<file path="src/rtl/var_cmd_sequencer_pkg.sv">
// Shared definitions for the variable register file command sequencer:
// FSM state encoding, command header field positions and default sizing.
package var_cmd_sequencer_pkg;

  typedef enum logic [2:0] {
    ST_IDLE     = 3'd0,
    ST_WR       = 3'd1,
    ST_RD_ISSUE = 3'd2,
    ST_RD_WAIT  = 3'd3,
    ST_RD_CAP   = 3'd4
  } state_t;

  // Header word layout
  localparam int unsigned OP_BIT   = 31;
  localparam int unsigned RSV_MSB  = 30;
  localparam int unsigned RSV_LSB  = 28;
  localparam int unsigned LEN_MSB  = 27;
  localparam int unsigned LEN_LSB  = 16;
  localparam int unsigned ADDR_MSB = 15;

  localparam int unsigned NUM_VARS_DEF = 76;

endpackage

</file>
<file path="src/rtl/var_cmd_sequencer_if.sv">
// Bundles the command FIFO, response FIFO and register-file port signals.
// master = the sequencer, slave = the FIFOs / register file around it.
interface var_cmd_sequencer_if;

  logic [31:0] cmd_data;
  logic        cmd_empty;
  logic        cmd_rd_en;
  logic [31:0] rsp_data;
  logic        rsp_wr_en;
  logic        rsp_full;
  logic        reg_wr_en;
  logic [31:0] reg_addr;
  logic [31:0] reg_wdata;
  logic [31:0] reg_rdata;

  modport master (
    input  cmd_data, cmd_empty, rsp_full, reg_rdata,
    output cmd_rd_en, rsp_data, rsp_wr_en, reg_wr_en, reg_addr, reg_wdata
  );

  modport slave (
    output cmd_data, cmd_empty, rsp_full, reg_rdata,
    input  cmd_rd_en, rsp_data, rsp_wr_en, reg_wr_en, reg_addr, reg_wdata
  );

endinterface

</file>
<file path="src/rtl/var_cmd_sequencer.sv">
// Command-stream initiator: pops burst write/read commands from an FWFT
// command FIFO, drives the variable register file port, and pushes read
// results into the response FIFO.
module var_cmd_sequencer
  import var_cmd_sequencer_pkg::*;
#(
  parameter int unsigned NUM_VARS = NUM_VARS_DEF,
  parameter int unsigned LEN_W    = 12
) (
  input  logic                clk,
  input  logic                rst_n,
  var_cmd_sequencer_if.master bus,
  input  logic                abort,
  input  logic                err_clr,
  output logic                busy,
  output logic                err_range,
  output logic                err_hdr,
  output logic [15:0]         cmd_done_cnt
);

  state_t             state;
  state_t             state_nxt;
  logic [31:0]        addr;
  logic [LEN_W-1:0]   cnt;

  logic               pop;
  logic               hdr_take;
  logic               hdr_bad;
  logic               word_take;
  logic               rd_issue;
  logic               rd_cap;
  logic               done;

  logic               wr_en;
  logic [31:0]        addr_out;
  logic [31:0]        wdata;
  logic [31:0]        rsp_word;
  logic               rsp_push;

  logic               hdr_rsv_set;
  logic [LEN_W-1:0]   hdr_len;
  logic               addr_valid;

  function automatic logic in_range(input logic [31:0] a);
    return a < NUM_VARS;
  endfunction

  assign hdr_rsv_set = |bus.cmd_data[RSV_MSB:RSV_LSB];
  assign hdr_len     = LEN_W'(bus.cmd_data[LEN_MSB:LEN_LSB]);
  assign addr_valid  = in_range(addr);

  // State register
  always_ff @(posedge clk or negedge rst_n) begin
    if (!rst_n) begin
      state <= ST_IDLE;
    end else begin
      state <= state_nxt;
    end
  end

  // Next-state decode and pop/transfer qualifiers; abort overrides all of it
  always_comb begin
    state_nxt = state;
    pop       = 1'b0;
    hdr_take  = 1'b0;
    hdr_bad   = 1'b0;
    word_take = 1'b0;
    rd_issue  = 1'b0;
    rd_cap    = 1'b0;
    done      = 1'b0;
    case (state)
      ST_IDLE: begin
        if (!bus.cmd_empty) begin
          pop = 1'b1;
          if (hdr_rsv_set) begin
            hdr_bad = 1'b1;
          end else if (hdr_len == '0) begin
            done = 1'b1;
          end else begin
            hdr_take  = 1'b1;
            state_nxt = bus.cmd_data[OP_BIT] ? ST_RD_ISSUE : ST_WR;
          end
        end
      end
      ST_WR: begin
        if (!bus.cmd_empty) begin
          pop       = 1'b1;
          word_take = 1'b1;
          if (cnt == LEN_W'(1)) begin
            done      = 1'b1;
            state_nxt = ST_IDLE;
          end
        end
      end
      ST_RD_ISSUE: begin
        // Only one read is ever in flight, so checking full here suffices
        if (!bus.rsp_full) begin
          rd_issue  = 1'b1;
          state_nxt = ST_RD_WAIT;
        end
      end
      ST_RD_WAIT: begin
        state_nxt = ST_RD_CAP;
      end
      ST_RD_CAP: begin
        rd_cap = 1'b1;
        if (cnt == LEN_W'(1)) begin
          done      = 1'b1;
          state_nxt = ST_IDLE;
        end else begin
          state_nxt = ST_RD_ISSUE;
        end
      end
      default: begin
        state_nxt = ST_IDLE;
      end
    endcase
    if (abort) begin
      state_nxt = ST_IDLE;
      pop       = 1'b0;
      hdr_take  = 1'b0;
      hdr_bad   = 1'b0;
      word_take = 1'b0;
      rd_issue  = 1'b0;
      rd_cap    = 1'b0;
      done      = 1'b0;
    end
  end

  // Burst address/count tracking and registered register-file/response ports
  always_ff @(posedge clk or negedge rst_n) begin
    if (!rst_n) begin
      addr     <= '0;
      cnt      <= '0;
      wr_en    <= 1'b0;
      addr_out <= '0;
      wdata    <= '0;
      rsp_word <= '0;
      rsp_push <= 1'b0;
    end else begin
      wr_en    <= 1'b0;
      rsp_push <= 1'b0;
      if (hdr_take) begin
        addr <= {16'h0, bus.cmd_data[ADDR_MSB:0]};
        cnt  <= hdr_len;
      end
      if (word_take) begin
        // Out-of-range words are consumed but never reach the register file
        if (addr_valid) begin
          wr_en    <= 1'b1;
          addr_out <= addr;
          wdata    <= bus.cmd_data;
        end
        addr <= addr + 32'd1;
        cnt  <= cnt - LEN_W'(1);
      end
      if (rd_issue) begin
        addr_out <= addr;
      end
      if (rd_cap) begin
        rsp_word <= addr_valid ? bus.reg_rdata : 32'h0;
        rsp_push <= 1'b1;
        addr     <= addr + 32'd1;
        cnt      <= cnt - LEN_W'(1);
      end
    end
  end

  // Sticky error flags (a same-cycle set beats err_clr) and completion count
  always_ff @(posedge clk or negedge rst_n) begin
    if (!rst_n) begin
      err_range    <= 1'b0;
      err_hdr      <= 1'b0;
      cmd_done_cnt <= '0;
    end else begin
      if ((word_take || rd_cap) && !addr_valid) begin
        err_range <= 1'b1;
      end else if (err_clr) begin
        err_range <= 1'b0;
      end
      if (hdr_bad) begin
        err_hdr <= 1'b1;
      end else if (err_clr) begin
        err_hdr <= 1'b0;
      end
      if (done) begin
        cmd_done_cnt <= cmd_done_cnt + 16'd1;
      end
    end
  end

  assign busy          = (state != ST_IDLE);
  assign bus.cmd_rd_en = pop;
  assign bus.reg_wr_en = wr_en;
  assign bus.reg_addr  = addr_out;
  assign bus.reg_wdata = wdata;
  assign bus.rsp_data  = rsp_word;
  assign bus.rsp_wr_en = rsp_push;

endmodule

</file>
<file path="src/flat_wrapper.sv">
// flat-port wrapper written by rule: the top's interface ports become plain ports
module var_cmd_sequencer_flat import var_cmd_sequencer_pkg::*;
#(
  parameter int unsigned NUM_VARS = NUM_VARS_DEF,
  parameter int unsigned LEN_W    = 12
)
  (clk, rst_n, abort, err_clr, busy, err_range, err_hdr, cmd_done_cnt, bus_cmd_data, bus_cmd_empty, bus_rsp_full, bus_reg_rdata, bus_cmd_rd_en, bus_rsp_data, bus_rsp_wr_en, bus_reg_wr_en, bus_reg_addr, bus_reg_wdata);
  var_cmd_sequencer_if bus_i ();
  input  logic clk;
  input  logic rst_n;
  input  logic abort;
  input  logic err_clr;
  output logic busy;
  output logic err_range;
  output logic err_hdr;
  output logic [15:0] cmd_done_cnt;
  input wire logic [$bits(bus_i.cmd_data)-1:0] bus_cmd_data;
  input wire logic [$bits(bus_i.cmd_empty)-1:0] bus_cmd_empty;
  input wire logic [$bits(bus_i.rsp_full)-1:0] bus_rsp_full;
  input wire logic [$bits(bus_i.reg_rdata)-1:0] bus_reg_rdata;
  output wire logic [$bits(bus_i.cmd_rd_en)-1:0] bus_cmd_rd_en;
  output wire logic [$bits(bus_i.rsp_data)-1:0] bus_rsp_data;
  output wire logic [$bits(bus_i.rsp_wr_en)-1:0] bus_rsp_wr_en;
  output wire logic [$bits(bus_i.reg_wr_en)-1:0] bus_reg_wr_en;
  output wire logic [$bits(bus_i.reg_addr)-1:0] bus_reg_addr;
  output wire logic [$bits(bus_i.reg_wdata)-1:0] bus_reg_wdata;
  assign bus_i.cmd_data = bus_cmd_data;
  assign bus_i.cmd_empty = bus_cmd_empty;
  assign bus_i.rsp_full = bus_rsp_full;
  assign bus_i.reg_rdata = bus_reg_rdata;
  assign bus_cmd_rd_en = bus_i.cmd_rd_en;
  assign bus_rsp_data = bus_i.rsp_data;
  assign bus_rsp_wr_en = bus_i.rsp_wr_en;
  assign bus_reg_wr_en = bus_i.reg_wr_en;
  assign bus_reg_addr = bus_i.reg_addr;
  assign bus_reg_wdata = bus_i.reg_wdata;
  var_cmd_sequencer #(.NUM_VARS(NUM_VARS), .LEN_W(LEN_W)) u_core (.clk(clk), .rst_n(rst_n), .bus(bus_i), .abort(abort), .err_clr(err_clr), .busy(busy), .err_range(err_range), .err_hdr(err_hdr), .cmd_done_cnt(cmd_done_cnt));
endmodule
</file>
<file path="config.mk">
export PLATFORM = sky130hd
export DESIGN_NAME = var_cmd_sequencer_flat
export DESIGN_NICKNAME = d
export VERILOG_FILES = /design/src/rtl/var_cmd_sequencer_pkg.sv /design/src/rtl/var_cmd_sequencer_if.sv /design/src/rtl/var_cmd_sequencer.sv /design/src/flat_wrapper.sv
export SDC_FILE = /design/constraint.sdc
export NUM_CORES = 1
export LEC_CHECK = 0
export CAP_MARGIN = 20
export CELL_PAD_IN_SITES_DETAIL_PLACEMENT = 1
export CELL_PAD_IN_SITES_GLOBAL_PLACEMENT = 2
export CORE_AREA = 8 8 179 164
export CTS_CLUSTER_DIAMETER = 40
export DETAILED_ROUTE_END_ITERATION = 8
export DIE_AREA = 0 0 187 172
export HOLD_SLACK_MARGIN = 0.1
export PLACE_DENSITY = 0.81
export SLEW_MARGIN = 20
export SYNTH_ARGS = -nofsm -noshare
export SYNTH_HDL_FRONTEND = slang
export SYNTH_SLANG_ARGS = --single-unit
export TNS_END_PERCENT = 20
</file>
<file path="constraint.sdc">
create_clock -name clk -period 2 [get_ports clk]
set_input_delay 0.5 -clock clk [delete_from_list [all_inputs] [get_ports clk]]
set_output_delay 0.5 -clock clk [all_outputs]
set_load 0.005 [all_outputs]
</file>
==> impl_metrics.yaml, run 1 <==
floorplan:
  ios: 188
  die_w_microns: 187
  rows: 57
  dieHeight_microns: 172
  core-area_sq_um: 26460
  dieArea_sq_um: 32160
  start_util_pct: 27.48
finish:
  post-route-util_pct: 43.74
  layout-drive-gt1-share_pct: 29.17
  n_fill_cell: 2849
  area_delta_synth_final_pct: 59.18
  fin_nets: 1046
  antenna-diode-count: 0
  final_area_sq_um: 11570
  final_common_cell: "clkdlybuf4s50_1"
  mostFrequentLayoutCells: "182 x clkdlybuf4s50_1, 160 x dfrtp_1, 123 x buf_4"
logic_synthesis:
  synth_top_area_share_pct: 56.10
  synth_top_area_cell: "dfrtp_1"
  synth-edff-count: 0
  ys_warn_count: 0
  ys_types: 60
  syn_inst: 659
  synth_area_leaders: "dfrtp_1 56%, mux2_2 9.6%, nand2_1 5.7%"
  synthArstFlopShare_pct: 100.0
  syn_area_sq_um: 7271
  ys_seq_elements: 163
  synth.avg_cell_area_sq_um: 11.03
  ys_seq_area_share_pct: 56.10
  synth_flop_cell: "dfrtp_1"
  syn_nets: 733
power:
  pwr-share-clk_pct: 35.7
  power.density_nw_per_um2: 776.8
  share_seq_of_total_power_pct: 43.2
  irDropWorstVdd_mv: 0.3788
  p_sw_share_pct: 27.33
  p_comb_share_pct: 21.1
  p_leak_nw: 5.180
  p_switching_mw: 2.457
  power_mw: 8.990
  p_int_mw: 6.533
timing:
  max_freq_mhz: 454.8
  slew_violations: 0
  period_needed_ns: 2.199
  setup_viol: 83
  hold_viol_final: 0
  worst_slew_pin_slew_ns: 0.4560
  slew-limit-headroom_pct: 69.53
  skew_ns: 0.01376
  finalCritPeriodShare_pct: 109.9
  fin_setup_tns_ns: -12.27
  postLayoutSetupSlackWorst_ns: -0.1986
  rsz0062_at_grt: "yes"
route:
  drt-pass1-iter-count: 4
  routed_wirelength_mm: 25.16
  post_drt_wl_per_cell_microns: 18.80
  drt-met1-wl_mm: 11.83
  highest_layer: "met4"
  vias: 6364
  drc: 0
  wl_met2_mm: 11.90
  avgViaCountPerCell: 4.756
  first_iter_violations: 423
  ant_nets: 0
  wl_met3_mm: 1.104
cts:
  cts_tree: "yes"
  htree_levels: 4
  cts_root_buf: "clkbuf_16"
  clockBufferDepth: 2
  cts_buffers: 17
  clk_pin_slew_ns: 0.07
  numClockSinks: 163
  clk_latency_ns: 0.42
grt:
  groute.usage.overall_pct: 15.89
  grt_first_pass_wirelength_mm: 41.13
  grt_overflow_total: 0
  grt_pass1_vias: 7224
  grt_max_degree: 41
  grt_antenna_before_repair: 0
placement:
  hpwl_mm: 17.90
  pre_cts_ws_ns: -0.7290
  dpl_cell_area_sq_um: 10560
  io_buffers: 187
  place.gp.congestion: 0.7643
setup_path:
  cp.arrival_ns: 2.50
  crit_path_start_kind: "register"
  critPathMaxFanout: 6
  cp.required_ns: 2.30
  critPathKind: "register to register"
  cp-end-kind: "register"
min_path:
  hold_path.class: "register to register"
job:
  max_cap_violations: 0
outcome:
  status: "finished, violations left"
  failed_checks: "setup timing"
## final timing paths
kind	start	end	slack (ns)	cells after the start
setup / recovery	u_core.addr[23]	u_core.bus.reg_addr[15]	-0.20	9
hold / removal	u_core.bus.rsp_data[20]	u_core.bus.rsp_data[20]	0.48	2
setup reg to reg	u_core.addr[23]	u_core.bus.reg_addr[15]	-0.20	9
hold reg to reg	u_core.bus.rsp_data[20]	u_core.bus.rsp_data[20]	0.48	2
max in group asynchronous	rst_n	u_core.addr[24]	0.80	3
min in group asynchronous	rst_n	u_core.bus.reg_wdata[6]	0.56	2
## Yosys cell counts (10+ instances only)
cell,count
buf_2,10
clkbuf_1,23
nand3_1,21
o211ai_1,15
inv_1,11
o31ai_1,12
xor2_1,15
o311ai_0,12
o21ai_0,51
nor2_1,27
and3_1,12
nor4_1,16
mux2_2,62
nand4_1,11
nand2_1,111
dfrtp_1,163
## cells by family (layout without fill, tap and decap cells)
kind of cell             after synthesis  count (layout)  synth area share [%]
adder cells (fa/ha/maj)                4               4                0.6884
flip-flops                           163             163                 56.10
AO/OA/AOI/OAI                        127             127                 11.84
AND/OR/NAND/NOR                      233             233                 16.18
multiplexers                          65              65                 10.05
buffers and inverters                 49             374                 2.977
XOR/XNOR                              18              18                 2.168
## final cells by class
class                           instances  area (sq um)  share of cell area, %
Sequential cell                       163          4083                  35.28
Multi-Input combinational cell        447          3249                  28.08
Timing Repair Buffer                  332          3197                  27.62
Clock buffer                           20         456.7                  3.946
Tap cell                              354         442.9                  3.827
Clock inverter                         11         103.9                 0.8973
Inverter                               11         41.29                 0.3568
## power by group through the flow
stage	clock network, mW	registers (mW)	logic (mW)
after global routing	3.44	3.93	2.08
after global placement	0	3.91	1.80
after detailed placement	0	3.93	1.83
after CTS	3.31	3.88	1.91
final	3.21	3.88	1.90
after floorplan	0	3.95	0.592
## state kept, by name, summed over array words and instances (netlist names)
signal	flops
u_core.addr	32
u_core.bus.reg_addr	32
u_core.bus.reg_wdata	32
u_core.bus.reg_wr_en	1
u_core.bus.rsp_data	32
u_core.bus.rsp_wr_en	1
u_core.cmd_done_cnt	16
u_core.cnt	12
u_core.err_hdr	1
u_core.err_range	1
u_core.state	3
## repair_timing
item	4_1_cts	5_1_grt
gates cloned	3	1
gates resized for setup	63	50
endpoints found under the hold margin	32	0
setup endpoints to repair	119	147
hold buffers	1	0
pin swaps	21	7
setup buffers	8	1
## through the flow
| stage | cells | hold slack, ns |
|---|---|---|
| final | 1338 | 0.4836 |
| after global placement | 1293 | 0.4424 |
| after floorplan | 659 | 0.2044 |
| after detailed placement | 1293 | 0.4428 |
| after global routing | 1338 | 0.5018 |
| after CTS | 1336 | 0.4846 |
## metal layers
metal	global-route usage, %	vias to the layer above
met4	4.657	0
li1	-	3024
met2	25.92	135
met3	3.952	19
met5	0	-
met1	20.77	3186
## worst max-delay path: stages, from the launching register on
cell,delay (ns)
dfrtp_1,0.39
nor4_2,0.27
buf_4,0.15
nand4_1,0.10
buf_4,0.18
nor4b_4,0.29
buf_6,0.17
nor2_4,0.08
clkbuf_16,0.17
mux2_2,0.27
No activity file was read; power rests on OpenSTA's default activity.
==> inputs of run 2 (changes only) <==
--- a/config.mk
+++ b/config.mk
@@ -8,12 +8,12 @@
 export CAP_MARGIN = 20
 export CELL_PAD_IN_SITES_DETAIL_PLACEMENT = 1
 export CELL_PAD_IN_SITES_GLOBAL_PLACEMENT = 2
-export CORE_AREA = 8 8 179 164
+export CORE_AREA = 8 8 171 157
 export CTS_CLUSTER_DIAMETER = 40
 export DETAILED_ROUTE_END_ITERATION = 8
-export DIE_AREA = 0 0 187 172
+export DIE_AREA = 0 0 179 165
 export HOLD_SLACK_MARGIN = 0.1
-export PLACE_DENSITY = 0.81
+export PLACE_DENSITY = 0.84
 export SLEW_MARGIN = 20
 export SYNTH_ARGS = -nofsm -noshare
 export SYNTH_HDL_FRONTEND = slang
==> constraint.sdc (replaced) <==
create_clock -name clk -period 2.4 [get_ports clk]
set_input_delay 0.6 -clock clk [delete_from_list [all_inputs] [get_ports clk]]
set_output_delay 0.6 -clock clk [all_outputs]
set_load 0.05 [all_outputs]
==> impl_metrics.yaml, run 2 (synthesis gave the netlist of run 1 again) <==
outcome:
  status: "finished clean"
timing:
  period_needed_ns: 2.393
  skew_ns: 0.01633
  holdWs_ns: 0.1088
  finalCritPeriodShare_pct: 99.73
  hold_viol_final: 0
  worst_slew_pin_slew_ns: 0.6764
  setup_viol: 0
  slew-limit-headroom_pct: 54.91
  rsz0062_at_grt: "yes"
  slew_violations: 0
  max_freq_mhz: 417.8
min_path:
  hold_path.class: "input port to asynchronous set/reset pin"
cts:
  clockBufferDepth: 2
  htree_levels: 4
  cts_tree: "yes"
  cts_buffers: 17
  postCtsHoldBufs: 0
  cts_root_buf: "clkbuf_16"
  clk_pin_slew_ns: 0.07
  numClockSinks: 163
  clk_latency_ns: 0.43
setup_path:
  crit_chain: "clkdlybuf4s50_1 > buf_4 > nor2_2 > o21a_1 > buf_4 > nand4_1 > buf_4 > or4_1 > a21oi_2"
  critPathKind: "input port to register"
  crit_slowest_cell: "or4_1"
  cp.required_ns: 2.76
  cp_common_cell: "buf_4"
  critPathLaunch: "abort"
  cp.arrival_ns: 2.76
  cpPeakStageDelay_ns: 0.53
  crit_path_start_kind: "input port"
  cp-end-kind: "register"
  critPathMaxFanout: 4
  timing.rr.start: "u_core.cnt[1]"
finish:
  fin_nets: 996
  final-instance-count-excl-fill: 1243
  final_common_cell: "clkdlybuf4s50_1"
  post-route-util_pct: 45.51
  area_delta_synth_final_pct: 49.30
  layout-drive-gt1-share_pct: 23.10
  final_area_sq_um: 10860
  mostFrequentLayoutCells: "182 x clkdlybuf4s50_1, 163 x dfrtp_1, 111 x nand2_1"
  antenna-diode-count: 0
floorplan:
  ios: 188
  dieArea_sq_um: 29540
  die_w_microns: 179
  dieHeight_microns: 165
  start_util_pct: 30.48
  rows: 54
  core-area_sq_um: 23850
route:
  post_drt_wl_per_cell_microns: 19.15
  drc: 0
  routed_wirelength_mm: 23.81
  first_iter_violations: 332
  vias: 6216
  drt-pass1-iter-count: 4
  avgViaCountPerCell: 5.001
  ant_nets: 0
power:
  irDropWorstVdd_mv: 0.4181
  p_leak_nw: 4.755
  power.density_nw_per_um2: 723.3
grt:
  grt_antenna_before_repair: 0
  groute.usage.overall_pct: 16.14
  grt_overflow_total: 0
  grt_pass1_vias: 6712
  grt_first_pass_wirelength_mm: 37.69
  grt_max_degree: 52
placement:
  place_inst: 1208
  io_buffers: 187
  dpl_cell_area_sq_um: 10160
  place.gp.congestion: 0.7983
  hpwl_mm: 17.46
job:
  max_cap_violations: 0
run 2: cell count changes in the layout (fill, tap and decap cells not counted), moves of 3 or more:
cell	change
buf_4	-38
nor4_1	+5
dfrtp_2	-3
o21ai_1	-31
o21ai_0	+31
inv_8	+3
nor3_4	-3
nor2_4	-4
buf_12	-4
mux2_4	-10
nor4_2	-3
dfrtp_1	+3
nor2_1	+6
mux2_2	+8
run 2: stage by stage:
stage,power [mW],setup WS [ns],setup TNS (ns)
final,7.852,0.006567,0
after global routing,8.204,-0.1104,-0.6167
after global placement,5.099,-0.4522,-39.99
after CTS,7.941,-0.06998,-0.3132
after detailed placement,5.137,-0.4880,-48.50
after floorplan,4.310,0.04770,0
run 2: layout make-up:
class | count | area (sq um)
clock buffer | 19 | 452.9
clock inverter | 13 | 138.9
fill | 2588 | 13000
inverter | 11 | 41.29
multi-input combinational | 447 | 3048
sequential | 163 | 4079
tap | 308 | 385.4
timing repair buffer | 282 | 2710
run 2: report_power, final:
group	switching (mW)	total, mW	internal (mW)	leakage, nW
clock network	1.24	2.76	1.53	0.295
logic	1.05	1.78	0.724	2.25
registers	0.279	3.31	3.03	2.21
run 2: worst paths after layout:
kind                                                 end  slack, ns  cells after the start
worst max-delay path                     u_core.addr[28]      0.007                      9
worst min-delay path             u_core.bus.reg_wdata[2]       0.11                      1
worst max register to register   u_core.cmd_done_cnt[12]       0.04                      7
worst min register to register   u_core.cmd_done_cnt[15]       0.47                      1
max in group asynchronous       u_core.bus.reg_wdata[23]       1.62                      2
min in group clk                 u_core.cmd_done_cnt[15]       0.47                      1
run 2: layer usage:
layer	vias to the layer above	part of all wire (%)	GRT usage (%)
li1	2933	-	-
met3	21	5.2	4.183
met1	3132	45	21.06
met5	-	0	0
met2	130	48	25.88
met4	0	1.6	4.919
run 2: critical path: cells and delay by family:
kind | cells | cell delay, ns
AO/OA/AOI/OAI | 2 | 0.37
AND/OR/NAND/NOR | 3 | 0.80
buffers and inverters | 4 | 0.98
run 2: what timing repair did:
action / in CTS / in global routing
gates cloned: 0 / 1
setup endpoints to repair: 13 / 95
hold endpoints to repair: 0 / 0
setup buffers: 0 / 2
gates resized for setup: 5 / 17
pin swaps: 0 / 7
